===== config.mk =====
export PLATFORM = sky130hd
export DESIGN_NAME = fillscreen
export DESIGN_NICKNAME = d
export VERILOG_FILES = /design/src/rtl/fillscreen_pkg.sv /design/src/rtl/pixel_scan.sv /design/src/rtl/fillscreen.sv
export SDC_FILE = /design/constraint.sdc
export NUM_CORES = 1
export LEC_CHECK = 0
export BUFFER_PORTS_ARGS = -buffer_cell sky130_fd_sc_hd__buf_2
export CORE_AREA = 2 2 64 66
export CTS_BUF_LIST = sky130_fd_sc_hd__clkbuf_8 sky130_fd_sc_hd__clkbuf_16
export DETAILED_ROUTE_END_ITERATION = 10
export DIE_AREA = 0 0 66 68
export PLACE_DENSITY = 0.48
export RECOVER_POWER = 25
export SLEW_MARGIN = 10
export SYNTH_ARGS = -nofsm -noshare
export SYNTH_HDL_FRONTEND = slang
export SYNTH_HIERARCHICAL = 1
export SYNTH_SLANG_ARGS = --single-unit

===== constraint.sdc =====
create_clock -name clk -period 3.6 [get_ports clk]
set_input_delay 1.08 -clock clk [delete_from_list [all_inputs] [get_ports clk]]
set_output_delay 1.08 -clock clk [all_outputs]
set_load 0.01 [all_outputs]

===== src/rtl/fillscreen_pkg.sv =====
// Shared screen geometry, coordinate widths and FSM state encoding
// for the fillscreen block.
package fillscreen_pkg;
    localparam int SCREEN_W_DEF = 160;
    localparam int SCREEN_H_DEF = 120;
    localparam int X_W = 8;
    localparam int Y_W = 7;

    typedef enum logic [1:0] {
        S_IDLE = 2'd0,
        S_FILL = 2'd1,
        S_DONE = 2'd2
    } state_e;
endpackage


===== src/rtl/pixel_scan.sv =====
// Column-major x/y scan counters with enable, clear and last-pixel flag.
// The wrap on the final pixel returns both counters to zero.
module pixel_scan
    import fillscreen_pkg::*;
#(
    parameter int SCREEN_W = SCREEN_W_DEF,
    parameter int SCREEN_H = SCREEN_H_DEF
) (
    input  logic           clk,
    input  logic           rst,
    input  logic           en,
    input  logic           clr,
    output logic [X_W-1:0] x,
    output logic [Y_W-1:0] y,
    output logic           last
);
    localparam logic [X_W-1:0] X_MAX = X_W'(SCREEN_W - 1);
    localparam logic [Y_W-1:0] Y_MAX = Y_W'(SCREEN_H - 1);

    logic [X_W-1:0] x_q, x_d;
    logic [Y_W-1:0] y_q, y_d;

    always_comb begin
        x_d = x_q;
        y_d = y_q;
        if (clr) begin
            x_d = '0;
            y_d = '0;
        end else if (en) begin
            // y wraps and x steps in the same cycle
            if (y_q == Y_MAX) begin
                y_d = '0;
                x_d = (x_q == X_MAX) ? '0 : x_q + X_W'(1);
            end else begin
                y_d = y_q + Y_W'(1);
            end
        end
    end

    always_ff @(posedge clk) begin
        if (rst) begin
            x_q <= '0;
            y_q <= '0;
        end else begin
            x_q <= x_d;
            y_q <= y_d;
        end
    end

    assign x    = x_q;
    assign y    = y_q;
    assign last = (x_q == X_MAX) && (y_q == Y_MAX);
endmodule


===== src/rtl/fillscreen.sv =====
// Full-screen fill engine: plots one pixel per cycle, column-major,
// with solid colour or x mod 8 column stripes.
module fillscreen
    import fillscreen_pkg::*;
#(
    parameter int SCREEN_W = SCREEN_W_DEF,
    parameter int SCREEN_H = SCREEN_H_DEF
) (
    input  logic           clk,
    input  logic           rst,
    input  logic           start,
    input  logic           mode,
    input  logic [2:0]     colour,
    output logic           done,
    output logic [X_W-1:0] vga_x,
    output logic [Y_W-1:0] vga_y,
    output logic [2:0]     vga_colour,
    output logic           vga_plot
);
    state_e         state_q, state_d;
    logic           mode_q, mode_d;
    logic [2:0]     colour_q, colour_d;
    logic           scan_en, scan_clr, scan_last;
    logic [X_W-1:0] scan_x;
    logic [Y_W-1:0] scan_y;
    logic           fill;

    pixel_scan #(
        .SCREEN_W(SCREEN_W),
        .SCREEN_H(SCREEN_H)
    ) u_scan (
        .clk (clk),
        .rst (rst),
        .en  (scan_en),
        .clr (scan_clr),
        .x   (scan_x),
        .y   (scan_y),
        .last(scan_last)
    );

    always_comb begin
        state_d  = state_q;
        mode_d   = mode_q;
        colour_d = colour_q;
        scan_en  = 1'b0;
        scan_clr = 1'b0;
        unique case (state_q)
            S_IDLE: begin
                scan_clr = 1'b1;
                if (start) begin
                    state_d  = S_FILL;
                    mode_d   = mode;
                    colour_d = colour;
                end
            end
            S_FILL: begin
                scan_en = 1'b1;
                if (scan_last) state_d = S_DONE;
            end
            S_DONE: begin
                scan_clr = 1'b1;
                if (!start) state_d = S_IDLE;
            end
            default: state_d = S_IDLE;
        endcase
    end

    always_ff @(posedge clk) begin
        if (rst) begin
            state_q  <= S_IDLE;
            mode_q   <= 1'b0;
            colour_q <= 3'd0;
        end else begin
            state_q  <= state_d;
            mode_q   <= mode_d;
            colour_q <= colour_d;
        end
    end

    // Outputs decode registered state only; start never reaches vga_plot.
    assign fill       = (state_q == S_FILL);
    assign vga_plot   = fill;
    assign done       = (state_q == S_DONE);
    assign vga_x      = fill ? scan_x : '0;
    assign vga_y      = fill ? scan_y : '0;
    assign vga_colour = !fill ? 3'd0 : (mode_q ? scan_x[2:0] : colour_q);
endmodule

# Word level (Yosys, flattened, before mapping)
# Index checks and enable logic that the tools add are counted.
classes:
  order_cmp: 0
  n_addsub: 2
  n_reduce_logical: 7
  muxes: 12
  n_eq_ne: 7
  multipliers: 0
  shift: 0
  div_mod_pow: 0
  n_bitwise: 0
op_table:
  columns: ["cell", "n"]
  rows:
  - ["two-way mux 8 bit", 2]
  - ["two-way mux 7 bit", 2]
  - ["adder 8 x 1 -> 8 bit, second input constant", 1]
  - ["== test 8 bit, second input constant", 1]
  - ["adder 7 x 1 -> 7 bit, second input constant", 1]
  - ["== test 7 bit, second input constant", 1]
  - ["two-way mux 2 bit", 3]
  - ["two-way mux 3 bit", 2]
  - ["inequality test 2 bit, second input constant", 3]
  - ["case mux 2 bit (3 select lines)", 1]
  - ["AND reduction 2 bit", 2]
  - ["OR reduction 2 bit", 2]
  - ["AND reduction 3 bit", 1]
  - ["== test 2 x 1 -> 1 bit, second input constant", 1]
  - ["== test 2 bit, second input constant", 1]
  - ["zero test 2 bit", 1]
  - ["two-way mux 1 bit", 2]
  - ["logical AND 1 bit", 1]
totals:
  out_inout_bits: 20
  n_memories: 0
  input_bits: 7
  regBits: 21
  latchBits: 0
  word_cells: 33
  rom_bits: 0
  mem_bits_rw: 0

# Depth between registers and ports, before layout
logic_depth:
  word_depth: 4
  depth_mapped: 8

# Hierarchy
# Netlist, hierarchy kept.
by_module_without_submodules:
  columns: ["mod", "n_inst", "cells_each", "area_per_inst_um2"]
  rows:
  - ["pixel_scan", 1, 84, 739.5]
  - ["fillscreen", 1, 52, 436.7]

# Least setup slack after synthesis
# No wires, ideal clock.
synth_path:
  path_kind: "reg2out"
  startpoint: "register state_q[1]"
  endpoint: "output vga_x[4]"
  stages_incl_launch_ff: 5
  slack_ns: 1.583
  arrival_ns: 0.937
  path_cell_list: "dfxtp_1 nand2b_2 inv_2 buf_6 and2_1"
synth_via:
  elab_chain_cells: 2
synth_rtl:
  columns: ["item", "line", "text"]
  rows:
  - ["from (decl)", "fillscreen.sv:20", "state_e state_q, state_d;"]
  - ["from (signal assigned)", "fillscreen.sv:74", "state_q <= state_d;"]
  - ["== test 2 x 1 -> 1 bit", "fillscreen.sv:81", "assign fill = (state_q == S_FILL);"]
  - ["net vga_plot", "fillscreen.sv:18", "output logic vga_plot"]
  - ["two-way mux 8 bit", "fillscreen.sv:84", "assign vga_x = fill ? scan_x : '0;"]
  - ["to (decl)", "fillscreen.sv:15", "output logic [X_W-1:0] vga_x,"]
# The timed path passes the listed nets, and every way through them passes these cells.

# Worst setup path after layout
layout_path:
  startpoint: "register state_q[1]"
  endpoint: "output vga_x[3]"
layout_via:
  elab_chain_cells: 2
layout_rtl:
  columns: ["item", "line"]
  rows:
  - ["== test 2 x 1 -> 1 bit", "fillscreen.sv:81"]
  - ["two-way mux 8 bit", "fillscreen.sv:84"]
# Every way passes these cells.

==> metrics <==
core area 3860 um2; initial antenna violation count 0; type of element capturing the critical path primary output; clk slew on worst S/H paths 0.07 ns; setup repair bufs after CTS 0; critical path arrival 1.39 ns; register area 420 um2; synth-to-layout area growth 16.9%; Initial DRT Pass Iterations 4; ys async rst share 0; final WL 2.53 mm; Max Freq 405 MHz; Worst-Margin Slew 0.795 ns; grt ovf 0; Detail Placement HPWL 1.88 mm; Fillers 429; fin util 0.357; syn_nets 145; Ys Warns 6; Final Hold Fails 0; Fin Clk Skew 0.00923 ns; die area 4490 um2; largest net degree at the start of global routing 23; clk sinks 21; Synth area leader dfxtp_1; max-cap viol count 0; Initial Util 0.305; CP required 2.52 ns; mean number of vias per cell 4.60; Tot GR Track Use 0.120; Row Count 23; Placed Cells 207; final net count 171; CP Max Fanout 22; die width 66 um; H-tree Lvls 1; slowest CP cell dfxtp_1; Relative slew margins 0.469; slowest stage delay, CP 0.35 ns; CP Cell Sequence nand2b_2 > inv_2 > and2_1 > buf_2; placed cell area 1340 um2; final RePlAce weighted congestion 0.752; remaining antenna violation count 0; fin crit period 2.47 ns; Initial DRC Count 31; worst skew pair latency 0.26 ns; first-pass GRT wire length 4.20 mm; CTS-repair resized insts 0; CTS Root Cell clkbuf_8; CTS tree yes; number of global-route vias before repair 928; run status finished clean; Inserted Clock Buffers 3; Max clock buf depth 2; DR WL/cell 12.0 um; crit path launch type flip-flop; PnR worst setup slack 1.13 ns; Avg Inst Size Synth 8.65 um2; max-slew violation count 0; CP bufs+invs 2; Remaining DRCs 0; power per cell area 310 nW/um2; final setup TNS 0 ns; Cell Area, Synth 1180 um2; P_leak 0.594 nW; fin crit share 0.686; Primary FF master, synth dfxtp_1; Crit path max-delay family simple AND/OR/NAND/NOR gates; Post-CTS Hold Buffers 0; Synth Register Bits 21; synth top area cells dfxtp_1 36%, and2_1 8.5%, mux2i_1 7.7%, nor2_1 6.7%, nand2b_1 5.3%; most common library cells after synthesis 21 x dfxtp_1, 21 x nor2_1, 16 x and2_1; die span in y 68 um; sequential share of the synthesized area 0.357; Placement Setup Slack 1.37 ns; Vias 971; Max rail drop VDD 0.0984 mV; area of the multi-input gates 712 um2; number of synthesized flops with an enable pin 0; IO Count 27; RSZ-0062 raised after global routing false; n_diodes 0; Finished Layout Cells 211; hold crit path type flip-flop to flip-flop; setup violators final 0; Unique masters post-synth 34; final non-filler cell area 1380 um2; Cells after Synth 136; Yosys top cell area share 0.357; layout cell share with drive strength beyond 1 0.199; PortBufs 26; Setup CP Type flip-flop to primary output
==> final timing paths <==
kind | start | to | slack (ns) | cells past startpoint
min reg2reg | colour_q[1] | colour_q[1] | 0.48 | 2
max reg2reg | state_q[1] | u_scan/x[0] | 1.83 | 6
min | colour_q[1] | colour_q[1] | 0.48 | 2
max | state_q[1] | vga_x[3] | 1.13 | 4
==> power by group <==
part | switching, mW | internal [mW]
combinational | 0.0190 | 0.0143
clock | 0.0761 | 0.0760
sequential | 0.00459 | 0.237
==> per-layer routing <==
metal  vias to the layer above  part of all wire  track usage
li1                        499                 -            -
met1                       449              0.49        0.147
met2                        19              0.46        0.210
met3                         4             0.040       0.0197
met4                         0             0.015       0.0536
met5                         -                 0            0
==> cell type report <==
type	instances	area share
repair buffers	26	0.0928
well taps	50	0.0455
multi-input cells	108	0.518
clock inverters	1	0.00273
inverters	2	0.00546
clock buffers	3	0.0300
flip-flops and latches	21	0.306
==> kinds of logic after synthesis <==
| logic type | count (synthesis) | share of synthesized area |
|---|---|---|
| AOI/OAI and AO/OA | 4 | 0.0223 |
| DFF | 21 | 0.357 |
| and+or+nand+nor | 81 | 0.400 |
| muxes | 9 | 0.0766 |
| xor gates and xnor gates | 12 | 0.0894 |
| adders and majority gates | 2 | 0.0213 |
| buffers and inverters | 7 | 0.0330 |
==> cells in the final DEF, fill, tap and decap left out, drive strengths merged, types with 3 or more instances in the layout <==
cell	instances
nand2b	11
buf	24
nor2	21
clkbuf	5
dfxtp	21
inv	3
xnor2	5
and2	16
xor2	7
nand3	7
nand2	8
mux2i	9
nand4	4
==> through the flow <==
step / hold slack [ns] / total power [mW]
after floorplan: 0.448 / 0.272
after global placement: 0.460 / 0.281
after detailed placement: 0.469 / 0.282
after CTS: 0.480 / 0.433
after global routing: 0.487 / 0.444
final: 0.475 / 0.427
==> sequential cells by signal (all words and copies together) (netlist names) <==
| name | flops |
|---|---|
| colour_q | 3 |
| u_scan/x | 8 |
| mode_q | 1 |
| u_scan/y | 7 |
| state_q | 2 |
==> worst reg2reg max path, cell delays in order (launching register included) <==
cell and delay [ns]:
dfxtp_1 0.35, nand2b_2 0.23, inv_2 0.26, and3_1 0.37
nand2_1 0.15, o21ai_2 0.23, nor2_1 0.07
(Power assumes the default switching activity.)
